==> src/rtl/reg_file_onehot_pkg.sv <==
// Shared sizing constants, types and write-enable classification helpers for the
// register file.
package reg_file_onehot_pkg;

  localparam int REG_NUM  = 32;
  localparam int REG_AW   = 5;
  localparam int DATA_W   = 32;
  localparam int ZERO_REG = 0;

  typedef logic [REG_NUM-1:0] we_vec_t;
  typedef logic [DATA_W-1:0]  data_t;
  typedef logic [REG_AW-1:0]  raddr_t;

  // Zero or one bit set: clearing the lowest set bit must leave nothing behind.
  function automatic logic at_most_one(input we_vec_t v);
    return (v & (v - 1'b1)) == '0;
  endfunction

  function automatic logic is_onehot(input we_vec_t v);
    return (v != '0) && at_most_one(v);
  endfunction

endpackage

==> src/rtl/reg_file_onehot_if.sv <==
// Write/read bus of the register file. The decoder/operand stage side uses the
// master modport, and the register file uses the slave modport.
interface reg_file_onehot_if
  import reg_file_onehot_pkg::*;
#(
  parameter int CNT_W = 16
);
  we_vec_t          iWe;
  data_t            iWdata;
  raddr_t           iRaddr1;
  raddr_t           iRaddr2;
  data_t            oRdata1;
  data_t            oRdata2;
  logic             oErr;
  logic [CNT_W-1:0] oWrCount;

  modport master (
    output iWe, iWdata, iRaddr1, iRaddr2,
    input  oRdata1, oRdata2, oErr, oWrCount
  );

  modport slave (
    input  iWe, iWdata, iRaddr1, iRaddr2,
    output oRdata1, oRdata2, oErr, oWrCount
  );
endinterface

==> src/rtl/reg_file_onehot_reg_cell.sv <==
// A single DATA_W-bit storage register. Synchronous reset takes priority over the
// write enable.
module reg_cell
  import reg_file_onehot_pkg::*;
(
  input  logic  clk,
  input  logic  rst,
  input  logic  i_we,
  input  data_t i_d,
  output data_t o_q
);

  data_t r_q;

  always_ff @(posedge clk) begin
    if (rst) begin
      r_q <= '0;
    end else if (i_we) begin
      r_q <= i_d;
    end
  end

  assign o_q = r_q;

endmodule

==> src/rtl/reg_file_onehot.sv <==
// 32x32 register file fed by a one-hot write decoder. It has two combinational
// read ports, $zero hardwired, optional write bypass, and a sticky multi-hot error flag.
module reg_file_onehot
  import reg_file_onehot_pkg::*;
#(
  parameter bit BYPASS = 1'b0,
  parameter int CNT_W  = 16
)(
  input logic               clk,
  input logic               rst,
  reg_file_onehot_if.slave  bus
);

  logic                      w_one_hot;
  logic                      w_multi_hot;
  logic                      w_accept;
  logic [REG_NUM-1:1]        w_cell_we;
  logic [REG_NUM-1:0][DATA_W-1:0] w_regs;
  data_t                     w_rdata1;
  data_t                     w_rdata2;
  logic                      r_err;
  logic [CNT_W-1:0]          r_wr_count;

  assign w_one_hot   = is_onehot(bus.iWe);
  assign w_multi_hot = !at_most_one(bus.iWe);
  // A lone bit 0 is one-hot but targets $zero, so it is not counted.
  assign w_accept    = w_one_hot && !bus.iWe[ZERO_REG];
  assign w_cell_we   = w_one_hot ? bus.iWe[REG_NUM-1:1] : '0;

  assign w_regs[ZERO_REG] = '0;

  for (genvar g = 1; g < REG_NUM; g++) begin : g_cell
    reg_cell u_cell (
      .clk  (clk),
      .rst  (rst),
      .i_we (w_cell_we[g]),
      .i_d  (bus.iWdata),
      .o_q  (w_regs[g])
    );
  end

  always_ff @(posedge clk) begin
    if (rst) begin
      r_err      <= 1'b0;
      r_wr_count <= '0;
    end else begin
      if (w_multi_hot) begin
        r_err <= 1'b1;
      end
      if (w_accept) begin
        r_wr_count <= r_wr_count + 1'b1;
      end
    end
  end

  // Bypass only applies when this cycle's write will actually land in the addressed register.
  always_comb begin
    w_rdata1 = w_regs[bus.iRaddr1];
    w_rdata2 = w_regs[bus.iRaddr2];
    if (BYPASS && !rst && w_one_hot) begin
      if (bus.iRaddr1 != raddr_t'(ZERO_REG) && bus.iWe[bus.iRaddr1]) begin
        w_rdata1 = bus.iWdata;
      end
      if (bus.iRaddr2 != raddr_t'(ZERO_REG) && bus.iWe[bus.iRaddr2]) begin
        w_rdata2 = bus.iWdata;
      end
    end
  end

  assign bus.oRdata1  = w_rdata1;
  assign bus.oRdata2  = w_rdata2;
  assign bus.oErr     = r_err;
  assign bus.oWrCount = r_wr_count;

endmodule

==> src/flat_wrapper.sv <==
// flat-port wrapper written by rule: the top's interface ports become plain ports
module reg_file_onehot_flat import reg_file_onehot_pkg::*;
#(
  parameter bit BYPASS = 1'b0,
  parameter int CNT_W  = 16
)
  (clk, rst, bus_iWe, bus_iWdata, bus_iRaddr1, bus_iRaddr2, bus_oRdata1, bus_oRdata2, bus_oErr, bus_oWrCount);
  reg_file_onehot_if #(.CNT_W(CNT_W)) bus_i ();
  input logic clk;
  input logic rst;
  input wire logic [$bits(bus_i.iWe)-1:0] bus_iWe;
  input wire logic [$bits(bus_i.iWdata)-1:0] bus_iWdata;
  input wire logic [$bits(bus_i.iRaddr1)-1:0] bus_iRaddr1;
  input wire logic [$bits(bus_i.iRaddr2)-1:0] bus_iRaddr2;
  output wire logic [$bits(bus_i.oRdata1)-1:0] bus_oRdata1;
  output wire logic [$bits(bus_i.oRdata2)-1:0] bus_oRdata2;
  output wire logic [$bits(bus_i.oErr)-1:0] bus_oErr;
  output wire logic [$bits(bus_i.oWrCount)-1:0] bus_oWrCount;
  assign bus_i.iWe = bus_iWe;
  assign bus_i.iWdata = bus_iWdata;
  assign bus_i.iRaddr1 = bus_iRaddr1;
  assign bus_i.iRaddr2 = bus_iRaddr2;
  assign bus_oRdata1 = bus_i.oRdata1;
  assign bus_oRdata2 = bus_i.oRdata2;
  assign bus_oErr = bus_i.oErr;
  assign bus_oWrCount = bus_i.oWrCount;
  reg_file_onehot #(.BYPASS(BYPASS), .CNT_W(CNT_W)) u_core (.clk(clk), .rst(rst), .bus(bus_i));
endmodule
==> config.mk <==
export PLATFORM = sky130hd
export DESIGN_NAME = reg_file_onehot_flat
export DESIGN_NICKNAME = d
export VERILOG_FILES = /design/src/rtl/reg_file_onehot_pkg.sv /design/src/rtl/reg_file_onehot_if.sv /design/src/rtl/reg_file_onehot_reg_cell.sv /design/src/rtl/reg_file_onehot.sv /design/src/flat_wrapper.sv
export SDC_FILE = /design/constraint.sdc
export NUM_CORES = 2
export LEC_CHECK = 0
export ABC_AREA = 1
export CAP_MARGIN = 20
export CORE_ASPECT_RATIO = 1.5
export CORE_MARGIN = 2
export CORE_UTILIZATION = 30
export DETAILED_ROUTE_END_ITERATION = 8
export PLACE_DENSITY = 0.55
export SYNTH_ARGS = -nofsm -noshare
export SYNTH_HDL_FRONTEND = slang
export SYNTH_SLANG_ARGS = --single-unit
==> constraint.sdc <==
create_clock -name clk -period 7.4 [get_ports clk]
set_input_delay 1.48 -clock clk [delete_from_list [all_inputs] [get_ports clk]]
set_output_delay 1.48 -clock clk [all_outputs]
set_load 0.005 [all_outputs]
== Word level (Yosys, flattened, before mapping) ==
Index checks and enable logic that the tools add are counted.
Operators by class
  multiplexer cells: 5
  bitwise logic cells: 1
  reduce and logical (&&, ||, !) cells: 5
  add/subtract/negate cells: 2
  $lt $le $gt $ge: 2
Operator list (count)
  $bmux 32 s5: 2
  $mux 32: 2
  $and 32x32->32: 1
  $logic_not 32->1: 1
  $reduce_bool 32->1: 1
  $sub 32x1->32 const B: 1
  $mux 31: 1
  $add 16x1->16 const B: 1
  $lt 5x6->1 const B: 2
  $logic_and 1x1->1: 2
  $logic_not 1->1: 1
Word-level totals
  logic and storage cells: 48
  input bits: 76
  register bits after elaboration: 1009
  output and inout port bits: 81

== Logic depth before layout (Yosys ltp) ==
  depth in word-level cells: 5
  gate-level depth with buffers: 18
  depth with buffers taken out: 15

== Cells and area by module ==
From an unflattened synthesis, not the netlist that was laid out.
Unflattened totals
  cells, all modules: 10291
  area, all modules: 60727.0 um^2
By module, submodules not included
  reg_cell: area an instance 1338.8 um^2, seq. area each 640.6 um^2, instances 31, cells each 203
  reg_file_onehot: area an instance 19224.7 um^2, seq. area each 340.3 um^2, instances 1, cells each 3998

== Worst setup path before layout ==
No wires, ideal clock.
  kind: input-to-output
  start point: input bus_iRaddr2[0]
  end point: output bus_oRdata2[10]
  data arrival time: 3048 ps
  stages on the path: 8
  required time: 5920 ps
  setup slack: 2872 ps
  buffers on the path: 4
  path through: clkbuf_1 > clkbuf_1 > clkbuf_1 > buf_1 > nor2_1 > o211ai_1 > nand3_1 > a32oi_1
Between the ends
  cells in the longest elaborated chain, start to end: 2
Ends and longest elaborated chain
  start, declared: RTL line flat_wrapper.sv:14  | input wire logic [$bits(bus_i.iRaddr2)-1:0] bus_iRaddr2;
  $bmux 32 s5: RTL line reg_file_onehot.sv:59  | w_rdata2 = w_regs[bus.iRaddr2];
  $mux 32 (not written as such): RTL line reg_file_onehot.sv:59
  end, declared: RTL line flat_wrapper.sv:16  | output wire logic [$bits(bus_i.oRdata2)-1:0] bus_oRdata2;
No other way between the ends. The select of a mux whose other input is x is not followed.

== Final worst setup path ==
  start point: input bus_iRaddr2[0]
  end point: output bus_oRdata2[11]
Same word-level chain as after synthesis.

==> metrics.md <==
| Metric | Value |
|---|---|
| Status | `complete, no violations` |
| Dpl hpwl | `167 mm` |
| Mean area per synthesized cell | `6.46 sq um` |
| Largest net degree at the start of global routing | `roughly 190` |
| Residual DRC | `0` |
| CP Max Fanout | `98` |
| Initial DRT Pass Iterations | `9` |
| Most frequent cells in the layout | `nand2_1 (1,553), a21oi_1 (1,249), nor2_1 (1,224), o21ai_0 (1,031), dfxtp_1 (1,009)` |
| Reg-to-reg slack, setup | `5.36 ns` |
| CTS clk-pin slew, worst paths | `around 0.06 ns` |
| Final hold vios | `0` |
| Placed Cells | `approximately 11,000` |
| DRT iter0 DRCs | `around 9,000` |
| Post-synth top area share | `a little over a third` |
| WP data required | `5.92 ns` |
| Bufs on Longest Clock Path | `3` |
| Total Wirelength | `294 mm` |
| Row Count | `slightly below 200` |
| Worst setup endpoint | `bus_oRdata2[11]` |
| CTS Buf Count | `about 100` |
| Met1 WL | `between 100 and 150 mm` |
| Avg Vias per Cell | `between 6 and 7` |
| Final ANT Viol Nets | `0` |
| Chip width | `between 300 and 400 microns` |
| Final Max Slew Viols | `0` |
| Worst endpoint data arrival time | `a little under 5 ns` |
| Power Total | `between 10,000 and 15,000 uW` |
| Skew-Pair Late Insertion Delay | `around 0.76 ns` |
| Top post-synthesis cells by area | `dfxtp_1 (35%), a21oi_1 (11%), nand2_1 (10%)` |
| Final nets | `around 8,500` |
| Gate Count Post-Synth | `8,885` |
| Switch Pwr | `3800 uW` |
| Sink Count | `about 1,000` |
| Min Tclk post-route | `between 6 and 7 ns` |
| Post-Layout Cell Count | `11,000` |
| Initial Util | `around 30%` |
| Reg-to-Reg End | `u_core.bus.oWrCount[15]` |
| DR WL met3 | `30.9 mm` |
| Storage element area | `roughly 20,000 sq um` |
| Io pins | `~160` |
| Clock power frac | `44.8%` |
| Switch share | `slightly below 30%` |
| RSZ-0062 raised after global routing | `no` |
| Worst Setup SP | `bus_iRaddr2[0]` |
| Total Routing Usage GR | `between 20% and 30%` |
| Worst slew pin tran | `about 1.2 ns` |
| Setup TNS | `0 ns` |
| Resized Gates After CTS | `0` |
| CTS Hold Bufs | `0` |
| Layout cells sized above 1 | `6.30%` |
| Leakage | `between 0.02 and 0.025 uW` |
| Tightest Hold Check Type | `reg2reg` |
| Layout fillers | `~20,000` |
| Slew HR | `~17%` |
| Post-Syn Area | `about 57,000 sq um` |
| Remaining Overflow, GRT | `0` |
| Reg2Reg Depth | `8` |
| Crit start category | `input pin` |
| Sequential fraction of the synthesis area | `about a third` |
| Combinational power share | `between 10% and 20%` |
| Initial antenna violation count | `25` |
| Mapped Nets | `between 8,000 and 9,000` |
| Sequential share of power | `41.9%` |
| Vias in the first global route | `roughly 60,000` |
| CTS tree | `yes` |
| Post-synth top area cell | `dfxtp_1` |
| CP Class | `in2out` |
| Max VDD drop | `0.189 mV` |
| CP Capture Type | `output port` |
| Drt wl/cell | `about 27 microns` |
| #FFs+latches synth | `around 1,000` |
| Multi-input logic area | `about 31,000 sq um` |
| Final cycle utilization of the critical path | `between 80% and 90%` |
| Final setup vio count | `0` |
| Area delta synth->final | `11.8%` |
| Core area | `190,000 sq um` |
| F_max | `~160 MHz` |
| Clock Skew | `~0.0043 ns` |
| Int Pwr | `~9000 uW` |
| Unique masters post-synth | `35` |
| Postcts setup bufs | `0` |
| # H-tree levels | `3` |
| DR top layer | `met5` |
| GP Congestion | `0.877` |
| Root Driver | `clkbuf_16` |
| First-pass GRT wire length | `~420 mm` |
| RR Startpoint | `u_core.bus.oWrCount[2]` |
| Syn. warnings | `0` |
| Max-cap violation count | `0` |
| Die area | `around 200,000 sq um` |
| Commonest non-fill, non-tap cell in the layout | `nand2_1` |
| Via count | `66,200` |
| Height of the chip | `roughly 540 microns` |
| Pwr/cell area | `between 200 and 250 nW/um^2` |
| IO Port Bufs | `between 150 and 200` |
| Routed wl met2 | `130 mm` |
[cell families (layout without fill, tap and decap cells)]
logic type	after synthesis	in the layout	share of synthesized area [%]
fa+ha+maj	1	1	0.0218
buf+inv	1395	1037	10.4
flops	1009	1009	35.2
xor+xnor	14	14	0.213
simple gates	3603	3603	27.0
other cells	0	10	0
compound gates	2863	2863	27.3
[final cells by class]
type                            instances  share of cell area, %
Inverter                              414                   2.50
Timing Repair Buffer                  432                   6.53
Sequential cell                      1009                   31.5
Tap cell                             2475                   4.82
Clock inverter                         46                   1.01
Multi-Input combinational cell       6481                   48.9
Clock buffer                          145                   4.70
Antenna cell                           10                 0.0390
[cell usage after synthesis (all sizes together)]
cell,count
nor3,6
xnor2,8
o211ai,332
buf,327
nand3,215
ha,1
nor4,2
a21oi,1249
a32oi,49
clkinv,2
clkbuf,654
o21ai,1035
nor2,1231
xor2,6
o22ai,60
nand4,592
o31ai,65
nand2,1556
inv,412
dfxtp,1009
a31oi,73
or3,1
[routing by layer]
layer / global-route usage [%] / vias to the layer above
met4: 19.1 / 28
li1: - / 29500
met3: 5.77 / 1024
met5: 0 / -
met1: 35.5 / 31400
met2: 45.4 / 4262
[worst min path at each step]
stage	startpoint	end	slack (ns)	cells after the start
2_1_floorplan	u_core.g_cell[31].u_cell.o_q[21]	u_core.g_cell[31].u_cell.o_q[21]	0.44	2
3_3_place_gp	u_core.g_cell[4].u_cell.o_q[13]	u_core.g_cell[4].u_cell.o_q[13]	0.45	2
3_5_place_dp	u_core.g_cell[31].u_cell.o_q[29]	u_core.g_cell[31].u_cell.o_q[29]	0.46	2
4_1_cts	u_core.g_cell[31].u_cell.o_q[29]	u_core.g_cell[31].u_cell.o_q[29]	0.47	2
5_1_grt	u_core.g_cell[2].u_cell.o_q[27]	u_core.g_cell[2].u_cell.o_q[27]	0.49	2
6_report	u_core.g_cell[31].u_cell.o_q[29]	u_core.g_cell[31].u_cell.o_q[29]	0.47	2
[per-stage QoR]
stage | utilization (%) | hold WS [ns] | area (sq um) | setup WS [ns]
after CTS | 33.7 | 0.468 | 64200 | 1.07
after global placement | 31.8 | 0.455 | 60500 | 1.00
after floorplan | - | 0.441 | 57400 | 2.87
after global routing | 33.7 | 0.488 | 64200 | 1.02
final | 33.7 | 0.470 | 64200 | 1.01
after detailed placement | 31.8 | 0.459 | 60500 | 1.09
[worst max-delay path, stage by stage]
cell             delay [ns]
buf_8                  0.20
inv_8                  0.57
buf_12                 0.37
buf_4                  0.37
o21ai_0                0.13
o211ai_1               0.10
nand3_1                0.15
a32oi_1                0.73
clkdlybuf4s50_1        0.68
[sequential cells by signal (all words and copies together) (netlist names)]
name and cells:
u_core.bus.oWrCount 16, u_core.g_cell.u_cell.o_q 992, u_core.bus.oErr 1
[power groups by stage]
stage | Sequential (uW) | Clock [uW] | Combinational, uW
after floorplan | 5550 | 0 | 837
after global placement | 5550 | 0 | 1660
after detailed placement | 5550 | 0 | 1660
after CTS | 5430 | 5870 | 1660
after global routing | 5430 | 6050 | 1780
final | 5430 | 5810 | 1720
(Power assumes the default switching activity.)
